`src/rtl/fp16_pkg.sv`:
```
// fp16_pkg: shared FP16 field widths and field-slice helpers.
// Used by the multiplier core and the arbiter top.
//   FP16_W   total word width
//   EXP_W    exponent field width
//   MAN_W    stored mantissa field width
//   EXP_BIAS exponent bias
package fp16_pkg;

   localparam int unsigned FP16_W   = 16;
   localparam int unsigned EXP_W    = 5;
   localparam int unsigned MAN_W    = 10;
   localparam int unsigned EXP_BIAS = 15;

   typedef logic [FP16_W-1:0] fp16_t;

   function automatic logic fp_sign(fp16_t x);
      return x[FP16_W-1];
   endfunction

   function automatic logic [EXP_W-1:0] fp_exp(fp16_t x);
      return x[FP16_W-2 -: EXP_W];
   endfunction

   function automatic logic [MAN_W-1:0] fp_man(fp16_t x);
      return x[MAN_W-1:0];
   endfunction

   function automatic fp16_t fp_pack(logic s, logic [EXP_W-1:0] e, logic [MAN_W-1:0] m);
      return {s, e, m};
   endfunction

endpackage

```
`src/rtl/fp16_mul_arbiter_if.sv`:
```
// fp16_mul_arbiter_if: request and result channels of the shared FP16 multiplier.
//   req_valid/req_ready  per-requester operand handshake (ready is one-hot or zero)
//   req_a/req_b          operands, requester i in bits [16i+15:16i]
//   res_valid/res_ready  result handshake
//   res_data/res_id      packed FP16 product and issuing requester index
// master: requesters plus result consumer; slave: the arbiter.
interface fp16_mul_arbiter_if #(
   parameter int unsigned NREQ = 4,
   parameter int unsigned IDW  = 2
);

   logic [NREQ-1:0]                  req_valid;
   logic [NREQ-1:0]                  req_ready;
   logic [fp16_pkg::FP16_W*NREQ-1:0] req_a;
   logic [fp16_pkg::FP16_W*NREQ-1:0] req_b;
   logic                             res_valid;
   logic                             res_ready;
   logic [fp16_pkg::FP16_W-1:0]      res_data;
   logic [IDW-1:0]                   res_id;

   modport master (
      output req_valid, req_a, req_b, res_ready,
      input  req_ready, res_valid, res_data, res_id
   );

   modport slave (
      input  req_valid, req_a, req_b, res_ready,
      output req_ready, res_valid, res_data, res_id
   );

endinterface

```
`src/rtl/flop_mul.sv`:
```
// flop_mul: combinational FP16 multiplier core.
//   flp_a, flp_b  operands
//   sign          product sign
//   exponent      product exponent, wraps mod 32 (no overflow/underflow handling)
//   prod          product mantissa, truncated (no rounding)
// An exact 16'h0000 operand forces an all-zero result; 16'h8000 is a normal operand.
module flop_mul
   import fp16_pkg::*;
(
   input  fp16_t            flp_a,
   input  fp16_t            flp_b,
   output logic             sign,
   output logic [EXP_W-1:0] exponent,
   output logic [MAN_W-1:0] prod
);

   localparam int unsigned ProdW = 2 * MAN_W + 2;

   logic [ProdW-1:0] m_raw;
   logic [EXP_W-1:0] e_raw;
   logic             unused_m_lsb;

   always_comb begin
      m_raw = ProdW'({1'b1, fp_man(flp_a)}) * ProdW'({1'b1, fp_man(flp_b)});
      // Bias removed once, plus one so the m[21]=1 case needs no adjust.
      e_raw = fp_exp(flp_a) + fp_exp(flp_b) - EXP_W'(EXP_BIAS - 1);

      sign = fp_sign(flp_a) ^ fp_sign(flp_b);
      if (m_raw[ProdW-1]) begin
         exponent = e_raw;
         prod     = m_raw[ProdW-2 -: MAN_W];
      end else begin
         // Equivalent to shifting m left by one and taking m[20:11].
         exponent = e_raw - EXP_W'(1);
         prod     = m_raw[ProdW-3 -: MAN_W];
      end

      if (flp_a == '0 || flp_b == '0) begin
         sign     = 1'b0;
         exponent = '0;
         prod     = '0;
      end
   end

   // Truncated product bits are intentionally dropped.
   assign unused_m_lsb = ^m_raw[MAN_W-1:0];

endmodule

```
`src/rtl/fp16_mul_arbiter.sv`:
```
// fp16_mul_arbiter: round-robin sharing of one FP16 multiplier among NREQ requesters.
//   clk    rising-edge clock
//   rst_n  asynchronous active-low reset
//   bus    slave side of fp16_mul_arbiter_if (request and result channels)
// Two-stage pipeline: S1 registers the granted operands, S2 registers the packed
// product and drives the result channel directly. Accept in cycle N gives
// res_valid in cycle N+2; one result per cycle while res_ready is high.
// IDW must equal clog2(NREQ).
module fp16_mul_arbiter
   import fp16_pkg::*;
#(
   parameter int unsigned NREQ = 4,
   parameter int unsigned IDW  = 2
) (
   input  logic              clk,
   input  logic              rst_n,
   fp16_mul_arbiter_if.slave bus
);

   fp16_t req_a_arr [NREQ];
   fp16_t req_b_arr [NREQ];

   for (genvar gi = 0; gi < NREQ; gi++) begin : g_unpack
      assign req_a_arr[gi] = bus.req_a[gi*FP16_W +: FP16_W];
      assign req_b_arr[gi] = bus.req_b[gi*FP16_W +: FP16_W];
   end

   logic           s1_vld_q, s1_vld_d;
   fp16_t          s1_a_q, s1_a_d;
   fp16_t          s1_b_q, s1_b_d;
   logic [IDW-1:0] s1_id_q, s1_id_d;
   logic           s2_vld_q, s2_vld_d;
   fp16_t          s2_data_q, s2_data_d;
   logic [IDW-1:0] s2_id_q, s2_id_d;
   logic [IDW-1:0] rr_ptr_q, rr_ptr_d;

   logic s2_adv, s1_adv;

   assign s2_adv = !s2_vld_q || bus.res_ready;
   assign s1_adv = !s1_vld_q || s2_adv;

   // Round-robin search starting at rr_ptr.
   logic [IDW-1:0]  grant_id;
   logic [IDW-1:0]  idx;
   logic            found;
   logic            xfer;
   logic [NREQ-1:0] grant;

   always_comb begin
      found    = 1'b0;
      grant_id = '0;
      idx      = '0;
      for (int unsigned k = 0; k < NREQ; k++) begin
         idx = IDW'((32'(rr_ptr_q) + k) % NREQ);
         if (!found && bus.req_valid[idx]) begin
            found    = 1'b1;
            grant_id = idx;
         end
      end
   end

   // Gating with rst_n keeps req_ready low while reset is held.
   assign xfer = found && s1_adv && rst_n;

   always_comb begin
      grant = '0;
      if (xfer) begin
         grant[grant_id] = 1'b1;
      end
   end

   assign bus.req_ready = grant;

   logic             mul_sign;
   logic [EXP_W-1:0] mul_exp;
   logic [MAN_W-1:0] mul_prod;

   flop_mul u_flop_mul (
      .flp_a    (s1_a_q),
      .flp_b    (s1_b_q),
      .sign     (mul_sign),
      .exponent (mul_exp),
      .prod     (mul_prod)
   );

   always_comb begin
      s1_vld_d  = s1_vld_q;
      s1_a_d    = s1_a_q;
      s1_b_d    = s1_b_q;
      s1_id_d   = s1_id_q;
      s2_vld_d  = s2_vld_q;
      s2_data_d = s2_data_q;
      s2_id_d   = s2_id_q;
      rr_ptr_d  = rr_ptr_q;

      if (s1_adv) begin
         s1_vld_d = xfer;
         if (xfer) begin
            s1_a_d  = req_a_arr[grant_id];
            s1_b_d  = req_b_arr[grant_id];
            s1_id_d = grant_id;
         end
      end

      if (s2_adv) begin
         s2_vld_d = s1_vld_q;
         // Only capture real products so the outputs stay quiet when idle.
         if (s1_vld_q) begin
            s2_data_d = fp_pack(mul_sign, mul_exp, mul_prod);
            s2_id_d   = s1_id_q;
         end
      end

      if (xfer) begin
         rr_ptr_d = (grant_id == IDW'(NREQ - 1)) ? '0 : grant_id + IDW'(1);
      end
   end

   always_ff @(posedge clk or negedge rst_n) begin
      if (!rst_n) begin
         s1_vld_q  <= 1'b0;
         s1_a_q    <= '0;
         s1_b_q    <= '0;
         s1_id_q   <= '0;
         s2_vld_q  <= 1'b0;
         s2_data_q <= '0;
         s2_id_q   <= '0;
         rr_ptr_q  <= '0;
      end else begin
         s1_vld_q  <= s1_vld_d;
         s1_a_q    <= s1_a_d;
         s1_b_q    <= s1_b_d;
         s1_id_q   <= s1_id_d;
         s2_vld_q  <= s2_vld_d;
         s2_data_q <= s2_data_d;
         s2_id_q   <= s2_id_d;
         rr_ptr_q  <= rr_ptr_d;
      end
   end

   assign bus.res_valid = s2_vld_q;
   assign bus.res_data  = s2_data_q;
   assign bus.res_id    = s2_id_q;

endmodule

```
`src/flat_wrapper.sv`:
```
// flat-port wrapper written by rule: the top's interface ports become plain ports
module fp16_mul_arbiter_flat import fp16_pkg::*;
#(
   parameter int unsigned NREQ = 4,
   parameter int unsigned IDW  = 2
)
  (clk, rst_n, bus_req_valid, bus_req_a, bus_req_b, bus_res_ready, bus_req_ready, bus_res_valid, bus_res_data, bus_res_id);
  fp16_mul_arbiter_if #(.NREQ(NREQ), .IDW(IDW)) bus_i ();
  input  logic clk;
  input  logic rst_n;
  input wire logic [$bits(bus_i.req_valid)-1:0] bus_req_valid;
  input wire logic [$bits(bus_i.req_a)-1:0] bus_req_a;
  input wire logic [$bits(bus_i.req_b)-1:0] bus_req_b;
  input wire logic [$bits(bus_i.res_ready)-1:0] bus_res_ready;
  output wire logic [$bits(bus_i.req_ready)-1:0] bus_req_ready;
  output wire logic [$bits(bus_i.res_valid)-1:0] bus_res_valid;
  output wire logic [$bits(bus_i.res_data)-1:0] bus_res_data;
  output wire logic [$bits(bus_i.res_id)-1:0] bus_res_id;
  assign bus_i.req_valid = bus_req_valid;
  assign bus_i.req_a = bus_req_a;
  assign bus_i.req_b = bus_req_b;
  assign bus_i.res_ready = bus_res_ready;
  assign bus_req_ready = bus_i.req_ready;
  assign bus_res_valid = bus_i.res_valid;
  assign bus_res_data = bus_i.res_data;
  assign bus_res_id = bus_i.res_id;
  fp16_mul_arbiter #(.NREQ(NREQ), .IDW(IDW)) u_core (.clk(clk), .rst_n(rst_n), .bus(bus_i));
endmodule
```
`config.mk`:
```
export PLATFORM = sky130hd
export DESIGN_NAME = fp16_mul_arbiter_flat
export DESIGN_NICKNAME = d
export VERILOG_FILES = /design/src/rtl/fp16_pkg.sv /design/src/rtl/fp16_mul_arbiter_if.sv /design/src/rtl/flop_mul.sv /design/src/rtl/fp16_mul_arbiter.sv /design/src/flat_wrapper.sv
export SDC_FILE = /design/constraint.sdc
export NUM_CORES = 1
export LEC_CHECK = 0
export CORE_MARGIN = 8
export CORE_UTILIZATION = 57
export CTS_CLUSTER_SIZE = 25
export DETAILED_ROUTE_END_ITERATION = 8
export PLACE_DENSITY = 0.88
export SYNTH_ARGS = -nofsm -noshare
export SYNTH_HDL_FRONTEND = slang
export SYNTH_SLANG_ARGS = --single-unit
```
`constraint.sdc`:
```
create_clock -name clk -period 14.17 [get_ports clk]
set_input_delay 2.834 -clock clk [delete_from_list [all_inputs] [get_ports clk]]
set_output_delay 2.834 -clock clk [all_outputs]
set_load 0.01 [all_outputs]
```
* Word-level counts from Yosys, hierarchy flattened *
Index checks and enable logic that the tools add are counted.

word-level totals
  register bits = 56
  bits of input ports = 135
  output and inout bits = 23
  word-level logic and storage cells = 75

cells by class
  add/sub/neg operators = 7
  $mul = 1
  $lt $le $gt $ge = 7
  eq/ne operators = 1
  muxes and demuxes = 31
  bitwise gates (word level) = 2
  reductions and logical operators = 18

operators with widths
  kind                 count
  $bmux 16 s2          2
  $mux 16              4
  $logic_not 16->1     2
  $mul 11x11->22       1
  $mux 10              2
  $lt 2x3->1 const B   5
  $mux 1               10
  $mux 2               5
  $mux 5               2
  $bmux 1 s2           4
  $logic_and 1x1->1    6
  $add 5x5->5          1
  $logic_not 1->1      5
  $sub 5x1->5 const B  1
  $sub 5x4->5 const B  1
  $add 2x1->2 const B  2
  $add 2x2->2 const B  2
  $mux 4               1
  $reduce_and 2->1     2
  $ge 3x3->1 const B   1
  $logic_or 1x1->1     3
  $not 2->3            1
  $demux 1 s2          1
  $eq 2x2->1 const B   1
  other kinds (2)      2

* Logic depth before layout (Yosys ltp) *
Gate-level depths: netlist of run 1.

  depth after elaboration = 17
  gate-level depth with buffers = 22
  depth with buffers taken out = 20

* Cells and area by module *
Synthesis of run 1 repeated with hierarchy kept, for this count alone.

second synthesis, totals
  cell total of the unflattened synthesis = 813
  area, all modules = 7546.0 µm²

modules (own cells, without submodules)
  module            times used  cells an instance  area an instance (µm²)
  flop_mul          1           553                4536.9
  fp16_mul_arbiter  1           260                3009.1

* Least setup slack after synthesis of run 1 *
Ideal clock, no wire load.

  path type = in2out
  start = in bus_req_valid[0]
  end = out bus_req_ready[0]
  arrival = 4298 ps
  required time = 11336 ps
  slack = 7038 ps
  stages on the path = 9
  path buffers = 2
  cells stage by stage = a21oi_1 -> o21a_1 -> o22a_1 -> inv_1 -> clkbuf_1 -> buf_1 -> ha_1 -> inv_1 -> nor2_1

between the ends
  cells in the longest elaborated chain, start to end = 17
  elaborated cells on any way between the ends = 30
  classes of those cells = 2 x order compare; 19 x mux; 9 x reduce/logical

RTL lines
  what                                                            line                    RTL
  from (decl)                                                     flat_wrapper.sv:11      input wire logic [$bits(bus_i.req_valid)-1:0] bus_req_valid;
  $bmux 1 s2                                                      fp16_mul_arbiter.sv:55  if (!found && bus.req_valid[idx]) begin
  $mux 1 (not written as such)                                    fp16_mul_arbiter.sv:55
  $mux 1                                                          fp16_mul_arbiter.sv:55
  $logic_not 1->1                                                 fp16_mul_arbiter.sv:55
  $logic_and 1x1->1                                               fp16_mul_arbiter.sv:55
  $mux 1                                                          fp16_mul_arbiter.sv:55
  $logic_not 1->1                                                 fp16_mul_arbiter.sv:55
  $logic_and 1x1->1                                               fp16_mul_arbiter.sv:55
  $mux 1                                                          fp16_mul_arbiter.sv:55
  $logic_not 1->1                                                 fp16_mul_arbiter.sv:55
  $logic_and 1x1->1                                               fp16_mul_arbiter.sv:55
  $mux 2                                                          fp16_mul_arbiter.sv:55
  $lt 2x3->1 (not written as such) or $ge 2x1->1 (tied branches)  fp16_mul_arbiter.sv:68  grant[grant_id] = 1'b1;
  $logic_and 1x1->1 (not written as such)                         fp16_mul_arbiter.sv:68
  $mux 1 (not written as such)                                    fp16_mul_arbiter.sv:68
  $demux 1 s2                                                     --
  $mux 4 *                                                        fp16_mul_arbiter.sv:67  if (xfer) begin
  to (decl)                                                       flat_wrapper.sv:15      output wire logic [$bits(bus_i.req_ready)-1:0] bus_req_ready;

Mark *: on every way between the ends. The rest lies on a longest branch, timed or not. The select of a mux whose other input is x is not followed.

* Worst setup path in the final report of run 1 *
  start = in bus_req_valid[0]
  end = out bus_req_ready[1]

Same word-level chain as after synthesis.

==> results of run 1 <==
==> worst max-delay path: stages <==
cell             delay [ns]
clkdlybuf4s50_1        0.54
a21oi_1                0.09
o21a_1                 0.17
o22a_2                 0.21
buf_4                  0.31
inv_2                  0.10
buf_4                  0.51
ha_1                   0.25
inv_1                  0.04
nor2_1                 0.09
clkdlybuf4s50_1        0.56
==> state kept, by name, summed over array words and instances (netlist names) <==
signal / cells
u_core.bus.res_valid: 1
u_core.s1_id_q: 2
u_core.bus.res_id: 2
u_core.s1_a_q: 16
u_core.s1_vld_q: 1
u_core.rr_ptr_q: 2
u_core.bus.res_data: 16
u_core.s1_b_q: 16
==> cell families (layout without fill, tap and decap cells) <==
kind of cell             after synthesis  count (layout)  share of synthesized area
AO/OA/AOI/OAI                        127             127                      0.102
XOR/XNOR                              18              18                     0.0215
adder cells (fa/ha/maj)              148             148                      0.335
buffers and inverters                175             293                     0.0905
flip-flops                            56              56                      0.191
multiplexers                           8               8                     0.0114
AND/OR/NAND/NOR                      412             412                      0.249
==> cells in the mapped netlist, types with 2 or more instances <==
| cell type | count | area [um2] |
|---|---|---|
| nor3b_1 | 2 | 15.0 |
| nor4_1 | 9 | 56.3 |
| buf_2 | 2 | 10.0 |
| o31ai_1 | 6 | 45.0 |
| a21o_1 | 4 | 30.0 |
| mux2_2 | 3 | 33.8 |
| and3_1 | 5 | 31.3 |
| or2_2 | 2 | 12.5 |
| a31oi_1 | 2 | 12.5 |
| inv_1 | 122 | 458 |
| clkbuf_1 | 45 | 169 |
| xor2_1 | 5 | 43.8 |
| nor2_1 | 20 | 75.1 |
| a21oi_1 | 14 | 70.1 |
| o21ai_0 | 78 | 390 |
| nor3_1 | 8 | 40.0 |
| buf_1 | 5 | 18.8 |
| nand2_1 | 270 | 1010 |
| nand4_1 | 4 | 25.0 |
| or3_1 | 4 | 25.0 |
| fa_1 | 80 | 1600 |
| o211ai_1 | 2 | 15.0 |
| nand3_1 | 34 | 170 |
| o21ai_1 | 2 | 10.0 |
| and2_1 | 40 | 250 |
| and3_4 | 2 | 22.5 |
| mux2i_1 | 5 | 50.1 |
| o31a_1 | 2 | 17.5 |
| dfrtp_1 | 56 | 1400 |
| nand2b_1 | 5 | 31.3 |
| o21a_1 | 2 | 15.0 |
| xnor2_1 | 13 | 114 |
| a221o_1 | 3 | 30.0 |
| ha_1 | 68 | 851 |
==> worst paths after layout <==
| path | end | slack (ns) |
|---|---|---|
| worst max-delay path | bus_req_ready[1] | 5.60 |
| worst min-delay path | u_core.bus.res_data[7]$_DFFE_PN0P_ | 0.49 |
| worst max register to register | u_core.bus.res_data[4]$_DFFE_PN0P_ | 7.75 |
| worst min register to register | u_core.bus.res_data[7]$_DFFE_PN0P_ | 0.49 |
| max in group asynchronous | u_core.s1_a_q[3]$_DFFE_PN0P_ | 11.02 |
| min in group asynchronous | u_core.bus.res_data[11]$_DFFE_PN0P_ | 2.69 |
==> layer usage <==
layer / up-vias / wire length, um
li1: 3225 / -
met1: 3176 / 7840
met2: 264 / 10100
met3: 47 / 1550
met4: 0 / 646
met5: - / 0
==> per-stage QoR <==
stage	hold WS [ns]	util	std cells	setup slack [ns]	cell area, um2
final	0.489	0.725	1234	5.60	9110
after global routing	0.529	0.725	1234	5.36	9110
after CTS	0.499	0.725	1234	5.60	9110
after detailed placement	0.478	0.713	1226	5.60	8960
after global placement	0.461	0.713	1226	5.61	8960
after floorplan	0.446	-	944	7.04	7330
==> final cells by class <==
cell class                      instances  area (um2)
Multi-Input combinational cell        713        5270
Fill cell                             955        3460
Timing Repair Buffer                  163        1610
Sequential cell                        56        1400
Inverter                              122         458
Tap cell                              172         215
Clock buffer                            7         143
Clock inverter                          1        7.51
==> results.ini, run 1 <==
[status]
status = completed

[synth]
synth_cell_type_count = 54
avgSynthCellArea_um2 = 7.76
synth_edf_count = 0
netlist_instances = 944
ys_async_sr_fraction = 1.00
synthesis.nets = 1227
ys_ff_latch = 56
ys_warn_count = 0
synth_top_flop_cell = dfrtp_1
synth_area_um2 = 7330
synth-seq-area-share = 0.191

[timing]
setup_viol = 0
relSlewSlack = 0.533
skew_ns = 0.00890
timing.final.crit_period_ns = 8.57
rsz0062_at_grt = no
clock.fmax_mhz = 117
hold_violations = 0
post-route-period-util = 0.605
tightest_slew_ns = 0.698
tns_ns = 0
slew_viol_final = 0

[global_route]
busiest_layer = met2
met3_usage = 0.0563
grt.met2_usage = 0.437
grt_pass1_vias = 7076
grt_usage = 0.249
grt_pass1_wl_mm = 33.6
grt_max_degree = 77
grt-ovfl-total = 0
grtUsageMet1 = 0.291
antenna_found_initial = 0

[cells_and_area]
drive_gt1_frac = 0.0282
antenna_cells = 0
final_common_cell = nand2_1
area_delta_synth_final_pct = 24.3
most-common-layout-cells = nand2_1, clkdlybuf4s50_1, inv_1, fa_1, o21ai_0
final_net_count = 1344

[place]
portBuffers = 157
dp_hpwl_mm = 15.9
gp_congestion = 0.862

[hold_path]
hold_depth = 2
hold_start = u_core.bus.res_data[7]$_DFFE_PN0P_
hold_path_class = reg2reg

[floorplanning]
die_h_um = 129
ios = 158
die_area_um2 = 16700
core-area_um2 = 12600
rows = 41
start_util = 0.583
die_w_um = 129

[drt]
dr.pass1.iters = 5
drt-initial-drc-count = 462
remaining_drc_errors = 0
vias = 6712
wl_per_cell_um = 16.3
detail_route.wirelength_mm = 20.2
via_per_inst = 5.44
ant_nets = 0

[clock_network]
cts.sinks = 56
htreeDepth = 2
cts_tree = yes
ctsLongestPathBuffers = 2
cts.repair.resized = 0
cts_buffers = 5
clock_latency_ns = 0.29
clk_pin_slew_worst_paths_ns = 0.07
cts-hold-fix-buffers = 0
clock-root-buffer = clkbuf_16
post-cts-setup-buffer-count = 0

[worst_setup_path]
reg2reg_depth = 20
worstSetupPathType = in2out
endpoint_kind = output pin
crit_fanout = 67
startpoint_type = input port
critPathArrivalTime_ns = 5.74
timing.rr.start = u_core.s1_a_q[5]$_DFFE_PN0P_
setup.worst_path.start = bus_req_valid[0]
cp.required_ns = 11.34

[job]
cap_violations = 0

Power of run 1 is not shown: default switching activity piles up to over one toggle a cycle in this logic, so the estimate is an artifact.
==> run 2, diff against run 1 <==
--- a/config.mk
+++ b/config.mk
@@ -6,10 +6,10 @@
 export NUM_CORES = 1
 export LEC_CHECK = 0
 export CORE_MARGIN = 8
-export CORE_UTILIZATION = 57
+export CORE_UTILIZATION = 53
 export CTS_CLUSTER_SIZE = 25
 export DETAILED_ROUTE_END_ITERATION = 8
-export PLACE_DENSITY = 0.88
+export PLACE_DENSITY = 0.83
 export SYNTH_ARGS = -nofsm -noshare
 export SYNTH_HDL_FRONTEND = slang
 export SYNTH_SLANG_ARGS = --single-unit
==> constraint.sdc (replaced) <==
create_clock -name clk -period 8.6 [get_ports clk]
set_input_delay 1.72 -clock clk [delete_from_list [all_inputs] [get_ports clk]]
set_output_delay 1.72 -clock clk [all_outputs]
set_load 0.01 [all_outputs]
==> run 2 against run 1 <==
Net effect: routed wire length is 3.3% lower; cell count rose by 0.57%; clock-buffer cell count decreased by 1; via count fell by 1.1%; non-clock buffer count decreased by 1; register-to-register slack worse by 5.4 ns; sequential share of layout area fell by 0.051 points; largest cell class unchanged.
==> results.ini, run 2 (same netlist as run 1, synthesis figures left out) <==
[status]
status = completed

[clock_network]
post-cts-setup-buffer-count = 0  ; unchanged
ctsLongestPathBuffers = 2  ; unchanged
cts_tree = yes
cts_buffers = 5  ; unchanged
clock-root-buffer = clkbuf_16
htreeDepth = 2  ; unchanged
cts.sinks = 56  ; unchanged
cts-hold-fix-buffers = 0  ; unchanged
clk_pin_slew_worst_paths_ns = 0.08  ; about the same
clock_latency_ns = 0.30  ; about the same
cts.repair.resized = 0  ; unchanged

[cells_and_area]
final_cell_count_no_fill = 1241  ; +0.57%
drive_gt1_frac = 0.0283  ; about the same
nFillCells = 1182  ; +24%
most-common-layout-cells = nand2_1, clkdlybuf4s50_1, inv_1, fa_1, o21ai_0
multi_input_area_um2 = 5270  ; unchanged
final_net_count = 1343  ; -0.074%
regArea_um2 = 1400  ; unchanged
area_delta_synth_final_pct = 24.7
antenna_cells = 0  ; unchanged
final_area_um2 = 9140  ; +0.33%
final_common_cell = nand2_1

[timing]
tns_ns = 0  ; unchanged
setup_viol = 0  ; unchanged
hold_slack_ns = 0.483  ; -0.00635 ns
tightest_slew_ns = 1.04  ; +0.341 ns
slew_viol_final = 0  ; unchanged
relSlewSlack = 0.306  ; -0.227
clock.fmax_mhz = 159
timing.final.crit_period_ns = 6.28
post-route-period-util = 0.730
skew_ns = 0.0148  ; +0.00594 ns
hold_violations = 0  ; unchanged
rsz0062_at_grt = no

[drt]
ant_nets = 0  ; unchanged
via_per_inst = 5.35  ; -1.6%
dr.pass1.iters = 5  ; unchanged
detail_route.wirelength_mm = 19.5  ; -3.3%
remaining_drc_errors = 0  ; unchanged
vias = 6640  ; -1.1%
drt-initial-drc-count = 391  ; -15%
wl_per_cell_um = 15.7  ; -3.8%

[worst_setup_path]
reg2reg_depth = 20  ; unchanged
worst-path-buf-inv = 5  ; -1
crit_chain = nand2_1 -> fa_1 -> inv_1 -> fa_1 -> inv_1 -> fa_1 -> inv_1 -> fa_1 -> inv_1 -> fa_1 -> inv_1 -> ha_1 -> a21oi_1 -> a21boi_0 -> a211oi_2 -> a21oi_2 -> a311o_1 -> or4_4 -> a221o_1 -> o31ai_1
r2r_end = u_core.bus.res_data[8]$_DFFE_PN0P_
slowest_stage = dfrtp_1
crit_fanout = 12  ; -82%
cp_top_family = adder cells
critPathArrivalTime_ns = 6.48  ; +0.74 ns
cp.required_ns = 8.81  ; -2.53 ns
reg2reg_slack_ns = 2.32  ; -5.43 ns
startpoint_type = flip-flop
endpoint_kind = flip-flop
max_stage_delay_ns = 0.59  ; +0.03 ns
worstSetupPathType = reg2reg
timing.rr.start = u_core.s1_a_q[5]$_DFFE_PN0P_

[global_route]
grt_pass1_wl_mm = 32.7  ; -2.9%
grt_max_degree = 77  ; unchanged
grt_usage = 0.221  ; -0.0283
antenna_found_initial = 0  ; unchanged
grt_pass1_vias = 6777  ; -4.2%
grt-ovfl-total = 0  ; unchanged

[floorplanning]
ios = 158  ; unchanged
die_area_um2 = 17800  ; +6.6%
core-area_um2 = 13700  ; +8.7%
die_w_um = 134  ; +3.2%
die_h_um = 134  ; +3.2%
rows = 43  ; +4.9%
start_util = 0.536  ; -0.0468

[place]
dp_hpwl_mm = 15.9  ; about the same
placed_cell_area_um2 = 8960  ; about the same
gp_congestion = 0.884  ; +2.5%
portBuffers = 157  ; unchanged
dp_cells = 1233  ; +0.57%

[hold_path]
hold_start = u_core.s1_id_q[1]$_DFFE_PN0P_
min_to = u_core.s1_id_q[1]$_DFFE_PN0P_
hold_path_class = reg2reg
hold_depth = 2  ; unchanged

[job]
cap_violations = 0  ; unchanged

==> run 2: cell count changes in the layout (fill, tap and decap cells not counted) <==
cell        delta
buf_4          -1
bufinv_16      +1
clkbuf_1       -1
clkinvlp_4     -1
clkinv_4       +1
==> run 2: worst max-delay path by stage <==
stage | from | endpoint | slack (ns) | cells after the start
detailed placement | u_core.s1_a_q[5]$_DFFE_PN0P_ | u_core.bus.res_data[8]$_DFFE_PN0P_ | 2.35 | 20
global placement | bus_req_valid[0] | bus_req_ready[1] | 2.43 | 9
CTS | u_core.s1_a_q[5]$_DFFE_PN0P_ | u_core.bus.res_data[8]$_DFFE_PN0P_ | 2.36 | 20
finish | u_core.s1_a_q[5]$_DFFE_PN0P_ | u_core.bus.res_data[8]$_DFFE_PN0P_ | 2.32 | 20
global route | u_core.s1_a_q[5]$_DFFE_PN0P_ | u_core.bus.res_data[4]$_DFFE_PN0P_ | 1.98 | 20
floorplan | u_core.s1_a_q[5]$_DFFE_PN0P_ | u_core.bus.res_data[8]$_DFFE_PN0P_ | 2.79 | 21
==> run 2: through the flow <==
step                utilization  setup slack, ns
floorplan                     -             2.79
global placement          0.656             2.43
detailed placement        0.656             2.35
CTS                       0.669             2.36
global route              0.669             1.98
finish                    0.669             2.32
==> run 2: layout make-up <==
cell class	instances	area share
well taps	180	0.0246
clock buffers	6	0.0152
repair buffers	162	0.176
clock inverters	2	0.00424
flip-flops and latches	56	0.153
inverters	122	0.0501
multi-input cells	713	0.577
==> run 2: metal layers <==
metal  track usage  part of all wire  up-vias  routed length, um
met5             0                 0        -                  0
met4        0.0543             0.020        0                389
met3        0.0523             0.073       23               1420
met2         0.373              0.48      215               9410
met1         0.279              0.42     3171               8280
li1              -                 -     3231                  -
==> run 2: tightest hold or removal path: cells and delay by family, from the launching register on <==
| family | cells | cell delay, ns |
|---|---|---|
| compound gates | 1 | 0.06 |
| simple gates | 1 | 0.04 |
| flops | 1 | 0.34 |
Power of run 2 is left out for the same reason.
==> run 3, diff against run 2 <==
--- a/config.mk
+++ b/config.mk
@@ -6,10 +6,10 @@
 export NUM_CORES = 1
 export LEC_CHECK = 0
 export CORE_MARGIN = 8
-export CORE_UTILIZATION = 53
+export CORE_UTILIZATION = 48
 export CTS_CLUSTER_SIZE = 25
 export DETAILED_ROUTE_END_ITERATION = 8
-export PLACE_DENSITY = 0.83
+export PLACE_DENSITY = 0.79
 export SYNTH_ARGS = -nofsm -noshare
 export SYNTH_HDL_FRONTEND = slang
 export SYNTH_SLANG_ARGS = --single-unit
==> constraint.sdc (replaced) <==
create_clock -name clk -period 5.31 [get_ports clk]
set_input_delay 1.062 -clock clk [delete_from_list [all_inputs] [get_ports clk]]
set_output_delay 1.062 -clock clk [all_outputs]
set_load 0.01 [all_outputs]
==> run 3 against run 2 <==
Net effect: sequential share of layout area down 1.3 points; fmax up 11%; cell count up 7.5%; the flow now finishes with violations (negative setup slack); die area up 9.1%; global-route usage up 0.21 points; via count up 5.9%; hold slack better by 0.0017 ns; register-to-register slack worse by 2.7 ns; worst setup slack worse by 2.7 ns; critical path type unchanged; routed wire length up 9.6%; flip-flop and latch count unchanged; clock skew down 0.0081 ns.
==> results.ini, run 3 (same netlist as run 1, synthesis figures left out) <==
[drt]
ant_nets = 0  ; unchanged
vias = 7029  ; +5.9%
detail_route.wirelength_mm = 21.4  ; +9.6%
via_per_inst = 5.27  ; -1.5%
remaining_drc_errors = 0  ; unchanged
drt-initial-drc-count = 374  ; -4.3%
wl_per_cell_um = 16.0  ; +1.9%
dr.pass1.iters = 5  ; unchanged

[place]
dp_hpwl_mm = 17.3  ; +8.7%
dp_cells = 1317  ; +6.8%
gp_congestion = 0.935  ; +5.8%
portBuffers = 157  ; unchanged
post-place-ws_ns = -0.413  ; -2.77 ns

[clock_network]
htreeDepth = 2  ; unchanged
cts_buffers = 5  ; unchanged
clock-root-buffer = clkbuf_16
clock_latency_ns = 0.30  ; about the same
cts.sinks = 56  ; unchanged
cts_tree = yes
clk_pin_slew_worst_paths_ns = 0.07  ; about the same
ctsLongestPathBuffers = 2  ; unchanged

[global_route]
grt_max_degree = 73  ; -5.2%
grt_pass1_vias = 7348  ; +8.4%
grt_usage = 0.223  ; +0.00214
grt-ovfl-total = 0  ; unchanged
antenna_found_initial = 0  ; unchanged
grt_pass1_wl_mm = 35.7  ; +9.2%

[cells_and_area]
antenna_cells = 0  ; unchanged
final_common_cell = nand2_1
final_net_count = 1429  ; +6.4%
nFillCells = 1185  ; +0.25%
most-common-layout-cells = nand2_1, clkdlybuf4s50_1, inv_1, buf_4, fa_1
final_cell_count_no_fill = 1334  ; +7.5%
postLayoutCoreUtil = 0.665  ; -0.00390
area_delta_synth_final_pct = 36.4
drive_gt1_frac = 0.126  ; +0.0974

[worst_setup_path]
startpoint_type = flip-flop
critPathArrivalTime_ns = 5.80  ; -0.68 ns
cp.required_ns = 5.47  ; -3.34 ns
endpoint_kind = flip-flop
worstSetupPathType = reg2reg
crit_fanout = 5  ; -7

[floorplanning]
die_area_um2 = 19500  ; +9.1%
die_w_um = 140  ; +4.5%
ios = 158  ; unchanged
rows = 45  ; +4.7%
start_util = 0.487  ; -0.0488
die_h_um = 140  ; +4.5%
core-area_um2 = 15000  ; +10%

[timing]
slew_viol_final = 0  ; unchanged
clock.fmax_mhz = 177  ; +11%
hold_slack_ns = 0.484  ; +0.00175 ns
tightest_slew_ns = 0.718  ; -0.322 ns
setup_viol = 15  ; +15
setup_slack_ns = -0.335  ; -2.66 ns
skew_ns = 0.00671  ; -0.00813 ns
post-route-period-util = 1.06  ; +0.333
hold_violations = 0  ; unchanged
relSlewSlack = 0.520  ; +0.214
rsz0062_at_grt = yes
timing.final.crit_period_ns = 5.64  ; -0.632 ns

[status]
status = complete, but fails checks
violations = negative setup slack

[job]
cap_violations = 0  ; unchanged

[hold_path]
hold_path_class = reg2reg

## run 3: layout make-up
| class | instances | area, um2 | share of cell area |
|---|---|---|---|
| multi-input combinational | 713 | 5430 | 0.544 |
| sequential | 56 | 1410 | 0.141 |
| inverter | 122 | 458 | 0.0458 |
| timing repair buffer | 248 | 2280 | 0.228 |
| tap | 188 | 235 | 0.0235 |
| clock buffer | 5 | 125 | 0.0125 |
| clock inverter | 2 | 60.1 | 0.00601 |
## run 3: through the flow
step           setup TNS, ns  area [um2]
3_3_place_gp           -2.43        9590
4_1_cts                -3.45        9950
2_1_floorplan          -1.41        7450
5_1_grt                -7.11        9990
6_report               -4.34        9990
3_5_place_dp           -4.96        9590
## run 3: worst paths after layout
check                                               from                                 end  slack, ns  cells past startpoint
hold / removal             u_core.s1_id_q[1]$_DFFE_PN0P_       u_core.s1_id_q[1]$_DFFE_PN0P_       0.48                      2
min in group asynchronous                          rst_n      u_core.rr_ptr_q[1]$_DFFE_PN0P_       0.93                      2
setup / recovery            u_core.s1_b_q[3]$_DFFE_PN0P_  u_core.bus.res_data[6]$_DFFE_PN0P_      -0.33                     22
max in group asynchronous                          rst_n        u_core.s1_a_q[4]$_DFFE_PN0P_       3.88                      2
setup reg to reg            u_core.s1_b_q[3]$_DFFE_PN0P_  u_core.bus.res_data[6]$_DFFE_PN0P_      -0.33                     22
hold reg to reg            u_core.s1_id_q[1]$_DFFE_PN0P_       u_core.s1_id_q[1]$_DFFE_PN0P_       0.48                      2
## run 3: timing repair
item | CTS | global route
pin swaps | 13 | 11
setup endpoints to repair | 15 | 15
gates resized for setup | 22 | 16
hold buffers | 0 | 0
buffers inserted | 11 | 2
cloned | 0 | 0
## run 3: worst max-delay path, stage by stage (launching register included)
cell and delay, ns:
dfrtp_2 0.43, nand2_2 0.09, fa_1 0.56, inv_2 0.05, fa_1 0.50, inv_1 0.05
fa_1 0.49, inv_2 0.04, fa_1 0.53, inv_1 0.05, fa_1 0.49, inv_2 0.05
ha_4 0.21, and3_4 0.16, and3_4 0.18, a211oi_4 0.26, a21oi_2 0.12, a311o_1 0.33
buf_4 0.16, or3_4 0.36, buf_6 0.15, mux2i_1 0.17, o21ai_1 0.08
## run 3: layer usage
metal  GRT usage  routed length, um
met2       0.383              10400
met5           0                  0
met3      0.0530               1710
met4      0.0783                692
met1       0.269               8550
Power of run 3 is left out for the same reason.
